[config.mk]
export PLATFORM = sky130hd
export DESIGN_NAME = timer_seq
export DESIGN_NICKNAME = d
export VERILOG_FILES = /design/src/rtl/timer_seq_pkg.sv /design/src/rtl/timer_seq_tab.sv /design/src/rtl/timer_seq.sv
export SDC_FILE = /design/constraint.sdc
export NUM_CORES = 1
export LEC_CHECK = 0
export ABC_AREA = 1
export CAP_MARGIN = 20
export CORE_ASPECT_RATIO = 2
export CORE_MARGIN = 8
export CORE_UTILIZATION = 63
export DETAILED_ROUTE_END_ITERATION = 10
export PLACE_DENSITY = 0.85
export SYNTH_ARGS = -nofsm -noshare
export SYNTH_HDL_FRONTEND = slang
export SYNTH_HIERARCHICAL = 1
export SYNTH_SLANG_ARGS = --single-unit
export TNS_END_PERCENT = 50
[constraint.sdc]
create_clock -name clk -period 3.6 [get_ports clk]
set_clock_uncertainty 0.05 [all_clocks]
set_input_delay 0.9 -clock clk [delete_from_list [all_inputs] [get_ports clk]]
set_output_delay 0.9 -clock clk [all_outputs]
set_load 0.1 [all_outputs]
[src/rtl/timer_seq_pkg.sv]
// Shared definitions for the timer compare-value sequencer: register map,
// SEQ_CTRL field positions, FSM encoding and address-decode helpers.
package timer_seq_pkg;

   localparam int DATA_W    = 32;
   localparam int SEQ_DEPTH = 8;
   localparam int IDX_W     = 3;

   localparam logic [7:0] SEQ_CTRL_ADDR = 8'h00;
   localparam logic [7:0] TAB_BASE_ADDR = 8'h10;
   localparam logic [7:0] TAB_LAST_ADDR = 8'h2C;
   localparam logic [7:0] TMR_CMPO_ADDR = 8'h04;

   localparam int CTRL_EN       = 0;
   localparam int CTRL_LOOP     = 1;
   localparam int CTRL_LAST_LSB = 2;
   localparam int CTRL_IDX_LSB  = 5;
   localparam int CTRL_BUSY     = 8;
   localparam int CTRL_DONE     = 9;
   localparam int CTRL_IRQ_EN   = 10;
   localparam int CTRL_OVR      = 11;

   typedef enum logic [1:0] {
      ST_IDLE    = 2'd0,
      ST_LOAD    = 2'd1,
      ST_WAIT_OF = 2'd2
   } seq_state_e;

   // True for word-aligned offsets 0x10..0x2C (the eight table entries).
   function automatic logic is_tab_addr(input logic [7:0] a);
      return (a >= TAB_BASE_ADDR) && (a <= TAB_LAST_ADDR) && (a[1:0] == 2'b00);
   endfunction

   // Table index of a table offset; only meaningful when is_tab_addr() holds.
   function automatic logic [IDX_W-1:0] tab_idx(input logic [7:0] a);
      return IDX_W'((a - TAB_BASE_ADDR) >> 2);
   endfunction

endpackage

[src/rtl/timer_seq_tab.sv]
// 8 x 32 compare-word table: one byte-enabled write port, one async read
// port for the CPU bus and one async read port for the sequencer fetch.
module timer_seq_tab
   import timer_seq_pkg::*;
(
   input  logic              clk,
   input  logic              rst_n,
   input  logic              we,
   input  logic [IDX_W-1:0]  waddr,
   input  logic [DATA_W-1:0] wdata,
   input  logic [3:0]        wsel,
   input  logic [IDX_W-1:0]  bus_raddr,
   output logic [DATA_W-1:0] bus_rdata,
   input  logic [IDX_W-1:0]  seq_raddr,
   output logic [DATA_W-1:0] seq_rdata
);

   logic [DATA_W-1:0] mem [SEQ_DEPTH];

   // Table storage: cleared on reset, byte-lane writes from the CPU bus.
   always_ff @(posedge clk) begin
      if (!rst_n) begin
         for (int i = 0; i < SEQ_DEPTH; i++) mem[i] <= '0;
      end else if (we) begin
         for (int b = 0; b < 4; b++) begin
            if (wsel[b]) mem[waddr][b*8 +: 8] <= wdata[b*8 +: 8];
         end
      end
   end

   assign bus_rdata = mem[bus_raddr];
   assign seq_rdata = mem[seq_raddr];

endmodule

[src/rtl/timer_seq.sv]
// Timer compare-value sequencer. Steps through the CMPO table, writing one
// entry into the timer per overflow, and merges those writes with CPU timer
// writes (the CPU always wins the timer port).
module timer_seq
   import timer_seq_pkg::*;
(
   input  logic        clk,
   input  logic        rst_n,
   input  logic [7:0]  waddr_i,
   input  logic [31:0] data_i,
   input  logic [3:0]  sel_i,
   input  logic        we_i,
   input  logic [7:0]  raddr_i,
   input  logic        rd_i,
   output logic [31:0] data_o,
   input  logic [7:0]  cpu_tmr_waddr_i,
   input  logic [31:0] cpu_tmr_data_i,
   input  logic [3:0]  cpu_tmr_sel_i,
   input  logic        cpu_tmr_we_i,
   output logic [7:0]  tmr_waddr_o,
   output logic [31:0] tmr_data_o,
   output logic [3:0]  tmr_sel_o,
   output logic        tmr_we_o,
   input  logic        tmr_of_i,
   output logic        irq_seq_o
);

   seq_state_e        state;
   logic              en;
   logic              loop;
   logic [IDX_W-1:0]  last;
   logic [IDX_W-1:0]  idx;
   logic              done;
   logic              irq_en;
   logic              ovr;
   logic              pend;

   logic              ctrl_wr;
   logic              wr_b0;
   logic              wr_b1;
   logic              en_wr0;
   logic              en_wr1;
   logic              of_evt;
   logic              seq_fin;
   logic              tab_we;
   logic [DATA_W-1:0] tab_bus_rdata;
   logic [DATA_W-1:0] tab_seq_rdata;
   logic [DATA_W-1:0] ctrl_word;
   logic [DATA_W-1:0] rd_word;

   assign tab_we = we_i && is_tab_addr(waddr_i);

   timer_seq_tab u_tab (
      .clk       (clk),
      .rst_n     (rst_n),
      .we        (tab_we),
      .waddr     (tab_idx(waddr_i)),
      .wdata     (data_i),
      .wsel      (sel_i),
      .bus_raddr (tab_idx(raddr_i)),
      .bus_rdata (tab_bus_rdata),
      .seq_raddr (idx),
      .seq_rdata (tab_seq_rdata)
   );

   // Decode CPU control writes and the overflow/completion conditions.
   always_comb begin
      ctrl_wr = we_i && (waddr_i == SEQ_CTRL_ADDR);
      wr_b0   = ctrl_wr && sel_i[0];
      wr_b1   = ctrl_wr && sel_i[1];
      en_wr0  = wr_b0 && !data_i[CTRL_EN];
      en_wr1  = wr_b0 && data_i[CTRL_EN];
      of_evt  = tmr_of_i || pend;
      seq_fin = (state == ST_WAIT_OF) && of_evt && (idx >= last) && !loop;
   end

   // Sequencer FSM, control/status register and merged timer write port.
   always_ff @(posedge clk) begin
      if (!rst_n) begin
         state       <= ST_IDLE;
         en          <= 1'b0;
         loop        <= 1'b0;
         last        <= '0;
         idx         <= '0;
         done        <= 1'b0;
         irq_en      <= 1'b0;
         ovr         <= 1'b0;
         pend        <= 1'b0;
         tmr_waddr_o <= '0;
         tmr_data_o  <= '0;
         tmr_sel_o   <= '0;
         tmr_we_o    <= 1'b0;
         irq_seq_o   <= 1'b0;
      end else begin
         irq_seq_o <= 1'b0;
         tmr_we_o  <= 1'b0;

         // A CPU timer write always takes the port; the sequencer write
         // is withheld when the same edge disables the sequencer.
         if (cpu_tmr_we_i) begin
            tmr_waddr_o <= cpu_tmr_waddr_i;
            tmr_data_o  <= cpu_tmr_data_i;
            tmr_sel_o   <= cpu_tmr_sel_i;
            tmr_we_o    <= 1'b1;
         end else if ((state == ST_LOAD) && !en_wr0) begin
            tmr_waddr_o <= TMR_CMPO_ADDR;
            tmr_data_o  <= tab_seq_rdata;
            tmr_sel_o   <= 4'hF;
            tmr_we_o    <= 1'b1;
         end

         // CPU field writes first so that hardware sticky sets below win.
         if (wr_b0) begin
            loop <= data_i[CTRL_LOOP];
            last <= data_i[CTRL_LAST_LSB +: IDX_W];
         end
         if (wr_b1) begin
            irq_en <= data_i[CTRL_IRQ_EN];
            if (data_i[CTRL_DONE]) done <= 1'b0;
            if (data_i[CTRL_OVR])  ovr  <= 1'b0;
         end

         case (state)
            ST_IDLE: begin
            end
            ST_LOAD: begin
               if (tmr_of_i) begin
                  if (pend) ovr  <= 1'b1;
                  else      pend <= 1'b1;
               end
               if (!cpu_tmr_we_i) state <= ST_WAIT_OF;
            end
            ST_WAIT_OF: begin
               if (of_evt) begin
                  pend <= 1'b0;
                  if (tmr_of_i && pend) ovr <= 1'b1;
                  if (idx < last) begin
                     idx   <= idx + IDX_W'(1);
                     state <= ST_LOAD;
                  end else if (loop) begin
                     idx   <= '0;
                     state <= ST_LOAD;
                  end else begin
                     done      <= 1'b1;
                     irq_seq_o <= irq_en;
                     en        <= 1'b0;
                     state     <= ST_IDLE;
                  end
               end
            end
            default: state <= ST_IDLE;
         endcase

         // EN writes override the FSM; EN=1 while running (and not just
         // finishing) leaves the sequence untouched.
         if (en_wr0) begin
            en    <= 1'b0;
            pend  <= 1'b0;
            state <= ST_IDLE;
         end else if (en_wr1 && ((state == ST_IDLE) || seq_fin)) begin
            en    <= 1'b1;
            pend  <= 1'b0;
            idx   <= '0;
            state <= ST_LOAD;
         end
      end
   end

   // Assemble the SEQ_CTRL read value and the bus read mux.
   always_comb begin
      ctrl_word                            = '0;
      ctrl_word[CTRL_EN]                   = en;
      ctrl_word[CTRL_LOOP]                 = loop;
      ctrl_word[CTRL_LAST_LSB +: IDX_W]    = last;
      ctrl_word[CTRL_IDX_LSB +: IDX_W]     = idx;
      ctrl_word[CTRL_BUSY]                 = (state != ST_IDLE);
      ctrl_word[CTRL_DONE]                 = done;
      ctrl_word[CTRL_IRQ_EN]               = irq_en;
      ctrl_word[CTRL_OVR]                  = ovr;
      rd_word = '0;
      if (raddr_i == SEQ_CTRL_ADDR)  rd_word = ctrl_word;
      else if (is_tab_addr(raddr_i)) rd_word = tab_bus_rdata;
   end

   // Registered read data, held while no read is requested.
   always_ff @(posedge clk) begin
      if (!rst_n)    data_o <= '0;
      else if (rd_i) data_o <= rd_word;
   end

endmodule

==> impl_metrics.yaml, run 1 <==
timing:
  tns_ns: 0
  setup_slack_ns: 0.903
  slew_headroom: 0.321
  post-route-min-period_ns: 2.70
  rsz0062_at_grt: "no"
  hold_viol: 0
  max_freq_mhz: 371
  period_share: 0.749
  worst_pin_slew_ns: 1.02
  setup_viol_count_final: 0
  slew_viol_final: 0
  whs_ns: 0.417
place:
  dp.cells: 3243
  hpwl_um: 48200
  gp_congestion: 1.02
  place_area_um2: 21600
  dp_slack_ns: 0.385
  portBuffers: 179
synthesis:
  synth_fp_nets: 2867
  synth_warnings: 6
  synth_area_per_cell_um2: 7.08
  synth_edf_count: 256
  synth_cell_types: 29
  synth-seq-area-share: 0.488
  syn_inst: 2758
  ys_seq_elements: 348
  synth_ff_type: "edfxtp_1"
  synth_area_um2: 19500
  synthArstFlopShare: 0
worst_setup_path:
  critPathSlowestCell: "buf_4"
  arrival_ns: 3.13
  slowest_delay_ns: 0.74
  cp.required_ns: 4.03
  worstSetupPathDepth: 11
  cp_max_fo: 86
  critPathBufInv: 2
  reg2regPathDepth: 11
  cp_top_family: "simple AND/OR/NAND/NOR gates"
  crit_path_start_kind: "flop"
  cp_cell_sequence: "clkinv_2 -> buf_4 -> nand2_1 -> nand3_1 -> nand2_1 -> nand2_1 -> nand2_1 -> nand2_1 -> nand2_1 -> a21oi_1 -> nor2_1"
  critPathKind: "flop to flop"
  end_kind: "flop"
  crit_top_cell: "nand2_1"
power_and_ir_drop:
  p_total_mw: 9.38
  leakage_nw: 11.1
  pwr_density_cell_nw_per_um2: 415
  vdd_drop_max_mv: 0.452
die:
  coreArea_um2: 30700
  rows: 91
  die_w_um: 141
  initial_utilization: 0.636
  die_area_um2: 37200
  die_h_um: 265
  pin_count: 180
detailed_routing:
  wirelength_um: 69300
  num_vias: 19200
  wire_per_inst_um: 21.0
  final_antenna_net_count: 0
  firstDrtPassIters: 6
  vias_per_cell: 5.81
  drt-initial-drc-count: 2312
  drc_errors: 0
layout:
  area.growth.synth_to_final_pct: 15.6
  final_core_utilization: 0.735
  drive_gt1_frac: 0.0879
  final_cell_area_um2: 22600
  final_cell_mix: "1,046 x nand2_1, 377 x inv_1, 341 x nor2_1"
  fin_nets: 3011
  layout_commonest_cell: "nand2_1"
  stdcell_count: 3297
flow_run:
  maxCapViolations: 0
global_route:
  grt_pass1_wl_um: 104000
  grtUsageTotal: 0.368
  gr-total-overflow: 0
  grt_max_degree: 87
  grt_pass1_vias: 18300
  antenna_found_initial: 2
clock_network:
  clk-insertion-delay-late_ns: 0.60
  cts-root-buf: "clkbuf_16"
  clk_path_buf_depth: 3
  clock_sinks: 348
  holdBufCountCts: 0
  postCtsSetupBuffers: 0
  cts_resized: 0
  tritoncts.num_buffers: 29
  cts_tree: "yes"
  cts.clk_slew.worst_paths_ns: 0.07
  htreeDepth: 1
worst_hold_path:
  holdCritPathClass: "flop to flop"
  holdPathStages: 2
outcome:
  outcome: "completed"
==> layer usage <==
metal	vias up	track usage	wire length, um
met5	-	0	10
met4	2	0.343	7300
met3	378	0.0765	6610
met2	1285	0.628	34100
met1	8675	0.370	21300
li1	8820	-	-
==> flip-flops by register name (all words and copies together) (netlist names) <==
| register | flops |
|---|---|
| en | 1 |
| state | 2 |
| u_tab/mem | 256 |
| tmr_data_o | 32 |
| data_o | 32 |
| tmr_waddr_o | 8 |
| loop | 1 |
| ovr | 1 |
| tmr_sel_o | 4 |
| irq_en | 1 |
| last | 3 |
| done | 1 |
| tmr_we_o | 1 |
| idx | 3 |
| pend | 1 |
| irq_seq_o | 1 |
==> synth_stat cells (23+ instances only) <==
master / count / share of area
a21oi_1: 70 / 0.018
buf_1: 35 / 0.0067
clkbuf_1: 87 / 0.017
dfxtp_1: 92 / 0.094
edfxtp_1: 256 / 0.39
inv_1: 380 / 0.073
nand2_1: 1046 / 0.20
nand2_2: 29 / 0.0093
nand3_1: 297 / 0.076
nand3b_1: 23 / 0.0088
nor2_1: 341 / 0.066
o21ai_0: 28 / 0.0072
==> kinds of logic after synthesis <==
| family | synth area share |
|---|---|
| buf+inv | 0.105 |
| compound gates | 0.0302 |
| fa+ha+maj | 0.00448 |
| flops | 0.488 |
| simple gates | 0.373 |
==> power by group <==
part	internal, mW	switching, mW
registers	4.49	0.0835
logic	0.412	1.14
clock network	1.79	1.47
total	6.68	2.70
==> final cells by class <==
cell class / count / area, um2
Antenna cell: 1 / 2.50
Timing Repair Buffer: 255 / 2220
Clock buffer: 40 / 807
Sequential cell: 348 / 9530
Multi-Input combinational cell: 1884 / 7970
Inverter: 384 / 1450
Tap cell: 372 / 465
Fill cell: 2392 / 8150
Clock inverter: 13 / 155
==> worst paths after layout <==
path | from | slack (ns) | end
setup / recovery | idx[0] | 0.90 | tmr_data_o[16]
hold / removal | data_o[30] | 0.42 | data_o[30]
hold reg to reg | data_o[30] | 0.42 | data_o[30]
setup reg to reg | idx[0] | 0.90 | tmr_data_o[16]
==> tightest hold or removal path: stages, from the launching register on <==
cell	delay, ns
dfxtp_1	0.31
nand2_1	0.06
a21oi_1	0.05
(Power assumes the default switching activity.)
==> inputs of run 2 (changes only) <==
Settings changed: CORE_UTILIZATION 63 to 59, PLACE_DENSITY 0.85 to 0.81.
Clock period 3.6 ns to 2.5 ns, I/O delays scaled along.
==> run 2 against run 1 <==
Against the previous run: combinational power is 48% higher; first-iteration DRC count is 0.35% lower; flip-flop and latch count stayed put; via count is 0.65% higher; sequential power is 44% higher; sequential share of layout area is 1.3 points lower; clock power is 51% higher; worst hold slack hardly changed; critical path depth stayed put; critical path type is now input pin to flop; critical endpoint is now u_tab/mem[1][3]; largest power group unchanged.
==> impl_metrics.yaml, run 2 (synthesis results as in run 1) <==
detailed_routing:
  final_antenna_net_count: 0
  drc_errors: 0
  vias_per_cell: 5.67
  num_vias: 19300
  wirelength_um: 69000
  drt-initial-drc-count: 2304
  firstDrtPassIters: 6
  wire_per_inst_um: 20.3
timing:
  slew_viol_final: 0
  setup_viol_count_final: 0
  max_freq_mhz: 436
  slew_headroom: 0.568
  period_share: 0.917
  whs_ns: 0.417
  post-route-min-period_ns: 2.29
  worst_pin_slew_ns: 0.645
  rsz0062_at_grt: "no"
  hold_viol: 0
  tns_ns: 0
layout:
  largest_reg_flops: 256
  final_cell_area_um2: 23300
  multi_input_area_um2: 7960
  fin_nets: 3052
  top_regs: "u_tab/mem x256, data_o x32, tmr_data_o x32"
  stdcell_count: 3400
  final_cell_mix: "1,046 x nand2_1, 377 x inv_1, 341 x nor2_1"
  regArea_um2: 9530
  fillers: 2599
  drive_gt1_frac: 0.102
  layout_commonest_cell: "nand2_1"
  top_register: "u_tab/mem"
  area.growth.synth_to_final_pct: 19.4
die:
  pin_count: 180
  coreArea_um2: 32800
  initial_utilization: 0.595
  die_h_um: 273
  die_w_um: 145
  rows: 94
  die_area_um2: 39500
worst_setup_path:
  cp_max_fo: 8
  critPathBufInv: 4
  cp_cell_sequence: "clkdlybuf4s50_1 -> inv_2 -> nand2_2 -> nand2_1 -> nor3_1 -> nand2_1 -> buf_4 -> nor2_4 -> buf_12 -> nand2_2 -> nand2_1"
  critPathSlowestCell: "clkdlybuf4s50_1"
  crit_top_cell: "nand2_1"
  arrival_ns: 2.49
  crit_path_start_kind: "input pin"
  cp_top_family: "simple AND/OR/NAND/NOR gates"
  reg2reg_slack_ns: 0.41
  end_kind: "flop"
  cp.required_ns: 2.70
  critPathKind: "input pin to flop"
  slowest_delay_ns: 0.50
power_and_ir_drop:
  p_seq_frac: 0.476
  combPwrFrac: 0.167
  power.share.clock: 0.357
  switchingPower_mw: 4.00
  switching_share: 0.290
  pwr_density_cell_nw_per_um2: 592
  leakage_nw: 11.4
  vdd_drop_max_mv: 0.617
  p_int_mw: 9.81
outcome:
  outcome: "completed"
clock_network:
  tritoncts.num_buffers: 31
  cts.clk_slew.worst_paths_ns: 0.07
  cts_resized: 0
  clk-insertion-delay-late_ns: 0.59
  postCtsSetupBuffers: 0
  cts-root-buf: "clkbuf_16"
  htreeDepth: 1
  clock_sinks: 348
  holdBufCountCts: 0
  clk_path_buf_depth: 3
  cts_tree: "yes"
place:
  hpwl_um: 48400
  dp.cells: 3342
  portBuffers: 179
  gp_congestion: 0.954
  place_area_um2: 22300
global_route:
  grt_pass1_wl_um: 105000
  gr-total-overflow: 0
  antenna_found_initial: 3
  grt_pass1_vias: 18700
  grt_max_degree: 86
  grtUsageTotal: 0.353
flow_run:
  maxCapViolations: 0
worst_hold_path:
  holdCritPathClass: "flop to flop"
-- run 2: cell count changes in the layout (fill, tap and decap cells not counted), sizes merged --
cell    change
clkinv      +5
bufinv      -1
inv         +3
clkbuf      -3
buf        +39
-- run 2: final timing paths --
kind                                  from         endpoint  cells after the start
worst min-delay path            data_o[26]       data_o[26]                      2
worst max register to register      idx[1]   tmr_data_o[21]                     10
worst min register to register  data_o[26]       data_o[26]                      2
worst max-delay path            waddr_i[4]  u_tab/mem[1][3]                     11
-- run 2: final cells by class --
cell class	count	area share
multi-input cells	1884	0.341
well taps	432	0.0232
inverters	384	0.0620
diodes	1	0.000107
flip-flops and latches	348	0.409
repair buffers	294	0.119
clock inverters	20	0.00815
clock buffers	37	0.0369
-- run 2: worst register-to-register path, delay by kind of cell, from the launching register on --
| kind | cells | cell delay, ns |
|---|---|---|
| compound gates | 1 | 0.04 |
| simple gates | 7 | 1.01 |
| flops | 1 | 0.35 |
| buf+inv | 2 | 0.58 |
-- run 2: layer usage --
| layer | up-vias | wire (um) | GRT usage |
|---|---|---|---|
| li1 | 8905 | - | - |
| met1 | 8812 | 21200 | 0.354 |
| met2 | 1207 | 35100 | 0.616 |
| met3 | 356 | 5690 | 0.0568 |
| met4 | 4 | 7010 | 0.306 |
| met5 | - | 28 | 0 |
-- run 2: per-stage QoR --
stage / setup WS (ns) / utilization / power (mW)
2_1_floorplan: 0.202 / - / 8.09
3_3_place_gp: -0.315 / 0.679 / 8.89
3_5_place_dp: -0.327 / 0.679 / 8.93
4_1_cts: 0.251 / 0.711 / 13.8
5_1_grt: 0.112 / 0.711 / 14.2
6_report: 0.207 / 0.711 / 13.8
-- run 2: power by group through the flow --
stage               Combinational (mW)  Sequential (mW)  Clock, mW
finish                            2.30             6.58       4.93
global route                      2.46             6.60       5.18
CTS                               2.24             6.57       4.95
detailed placement                2.23             6.70          0
global placement                  2.20             6.69          0
floorplan                        0.973             7.11          0
==> inputs of run 3 (changes only) <==
Settings changed: ABC_AREA 1 to default, CORE_UTILIZATION 59 to 58, PLACE_DENSITY 0.81 to 0.8, SLEW_MARGIN from default to 25.
==> run 3 against run 2 <==
Against the previous run: synthesized cell count decreased by 54%; first-iteration DRC count is 51% lower; non-clock buffer count grew 17; flip-flop and latch count unchanged; clock power up 8.5%; clock-buffer cell count is 3 lower; critical endpoint is now u_tab/mem[6][3]; global-route usage is 8.6 points lower.
==> impl_metrics.yaml, run 3 <==
global_route:
  gr-total-overflow: 0
  grtUsageTotal: 0.266
  use_met2: 0.489
  top_usage_layer: "met2"
  grt_use_met3: 0.0417
  grt_pass1_wl_um: 75700
  gr-usage-met1: 0.271
  grt_pass1_vias: 13400
  grt_max_degree: 54
  antenna_found_initial: 1
timing:
  hold_viol: 0
  slew_viol_final: 0
  slew_headroom: 0.454
  max_freq_mhz: 411
  setup_viol_count_final: 0
  period_share: 0.973
  worst_pin_slew_ns: 0.819
  post-route-min-period_ns: 2.43
  rsz0062_at_grt: "yes"
worst_setup_path:
  cp_max_fo: 26
  cp_cell_sequence: "clkdlybuf4s50_1 -> nor4_2 -> buf_4 -> and3_1 -> buf_4 -> nand4_1 -> buf_4 -> nor3_1"
  slowest_delay_ns: 0.41
  cp_top_family: "buffers and inverters"
  critPathBufInv: 4
  crit_path_start_kind: "input pin"
  critPathKind: "input pin to flop"
  critPathSlowestCell: "clkdlybuf4s50_1"
  end_kind: "flop"
  crit_top_cell: "buf_4"
  arrival_ns: 2.76
  cp.required_ns: 2.83
detailed_routing:
  firstDrtPassIters: 8
  vias_per_cell: 6.74
  num_vias: 12700
  drc_errors: 0
  wirelength_um: 49200
  wire_per_inst_um: 26.1
  final_antenna_net_count: 0
  drt-initial-drc-count: 1139
synthesis:
  synth_area_um2: 17600
  synth_fp_nets: 1386
  synth_area_leaders: "edfxtp_1 44%, mux4_1 12%, dfxtp_1 10%, nor3_1 7.3%, mux4_2 6.1%"
  synth_cell_types: 54
  synth_area_per_cell_um2: 13.8
  synth_top_area_share: 0.436
  yosysTopAreaCell: "edfxtp_1"
  synth-seq-area-share: 0.541
  synth_ff_type: "edfxtp_1"
  syn_inst: 1277
  synth_edf_count: 256
  yosysMostFrequentCell: "nor3_1"
  synthArstFlopShare: 0
  ys_seq_elements: 348
  synth_common_cells: "258 x nor3_1, 256 x edfxtp_1, 92 x dfxtp_1, 84 x nor2_1, 80 x mux4_1"
  synth_warnings: 6
clock_network:
  cts-root-buf: "clkbuf_16"
  cts_resized: 0
  tritoncts.num_buffers: 30
  clk-insertion-delay-late_ns: 0.58
  cts_tree: "yes"
  postCtsSetupBuffers: 0
  cts.clk_slew.worst_paths_ns: 0.07
  clock_sinks: 348
  holdBufCountCts: 0
  htreeDepth: 1
  clk_path_buf_depth: 3
die:
  die_w_um: 139
  initial_utilization: 0.586
  die_h_um: 262
  rows: 90
  coreArea_um2: 30100
  die_area_um2: 36500
  pin_count: 180
layout:
  multi_input_area_um2: 7320
  final_cell_area_um2: 21400
  top_register: "u_tab/mem"
  drive_gt1_frac: 0.267
  area.growth.synth_to_final_pct: 21.5
  final_cell_mix: "258 x nor3_1, 256 x edfxtp_1, 194 x buf_4"
  stdcell_count: 1887
  top_regs: "u_tab/mem x256, data_o x32, tmr_data_o x32"
  largest_reg_flops: 256
  fillers: 1956
  regArea_um2: 9540
  final_core_utilization: 0.712
  layout_commonest_cell: "nor3_1"
  fin_nets: 1603
place:
  gp_congestion: 0.917
  hpwl_um: 35000
  place_area_um2: 20300
  portBuffers: 179
  dp.cells: 1830
outcome:
  outcome: "completed"
worst_hold_path:
  holdCritPathClass: "flop to flop"
power_and_ir_drop:
  vdd_drop_max_mv: 0.641
  p_total_mw: 13.8
  pwr_density_cell_nw_per_um2: 643
  leakage_nw: 7.40
flow_run:
  maxCapViolations: 0
run 3: cell count changes after synthesis, moves of 23 or more:
cell and delta:
nand2_1 -1037, mux2_2 +62, a22oi_1 +26, nor2_1 -257, clkinv_1 +31, mux4_1 +80
nand3_1 -295, mux4_2 +48, a21oi_1 -61, nor3_1 +248, mux2i_1 +39, inv_1 -368
nand3b_1 -23, nand2_2 -29
run 3: worst reg2reg max path: stages, from the launching register on:
cell	delay [ns]
dfxtp_4	0.53
buf_12	0.22
buf_12	0.17
mux4_1	0.58
mux2_2	0.29
mux2i_1	0.13
a211oi_1	0.08
run 3: worst paths after layout:
path	start	end	slack [ns]	cells past startpoint
setup / recovery	waddr_i[1]	u_tab/mem[6][3]	0.07	8
hold / removal	irq_en	irq_seq_o	0.40	2
setup reg to reg	idx[0]	tmr_data_o[29]	0.32	6
hold reg to reg	irq_en	irq_seq_o	0.40	2
run 3: stage by stage:
stage / setup slack [ns] / TNS, ns / hold slack (ns)
2_1_floorplan: -0.169 / -40.64 / 0.372
3_3_place_gp: -0.443 / -117.52 / 0.393
3_5_place_dp: -0.505 / -152.01 / 0.399
4_1_cts: 0.00730 / 0 / 0.403
5_1_grt: -0.000376 / -0.000598 / 0.435
6_report: 0.0687 / 0 / 0.397
run 3: cell type report:
| class | count | share of cell area |
|---|---|---|
| diodes | 1 | 0.000117 |
| multi-input cells | 758 | 0.342 |
| repair buffers | 311 | 0.130 |
| clock inverters | 22 | 0.0160 |
| flip-flops and latches | 348 | 0.446 |
| well taps | 368 | 0.0215 |
| inverters | 45 | 0.00789 |
| clock buffers | 34 | 0.0368 |
run 3: power breakdown:
part           switching (mW)  internal [mW]
Sequential              0.156           6.45
Clock                    2.16           3.19
Combinational            1.09          0.714
Total                    3.41           10.4
run 3: cell families (layout without fill, tap and decap cells):
family / after synthesis / after routing / synth area share
simple gates: 384 / 384 / 0.107
xor+xnor: 2 / 2 / 0.000995
other cells: 0 / 1 / 0
flops: 348 / 348 / 0.541
mux: 231 / 231 / 0.244
fa+ha+maj: 7 / 7 / 0.00497
buf+inv: 171 / 412 / 0.0446
compound gates: 134 / 134 / 0.0569
run 3: layer usage:
layer	wire length (um)	vias to the layer above
met5	0	-
met3	3700	183
li1	-	5525
met4	3090	0
met1	15800	6275
met2	26600	737
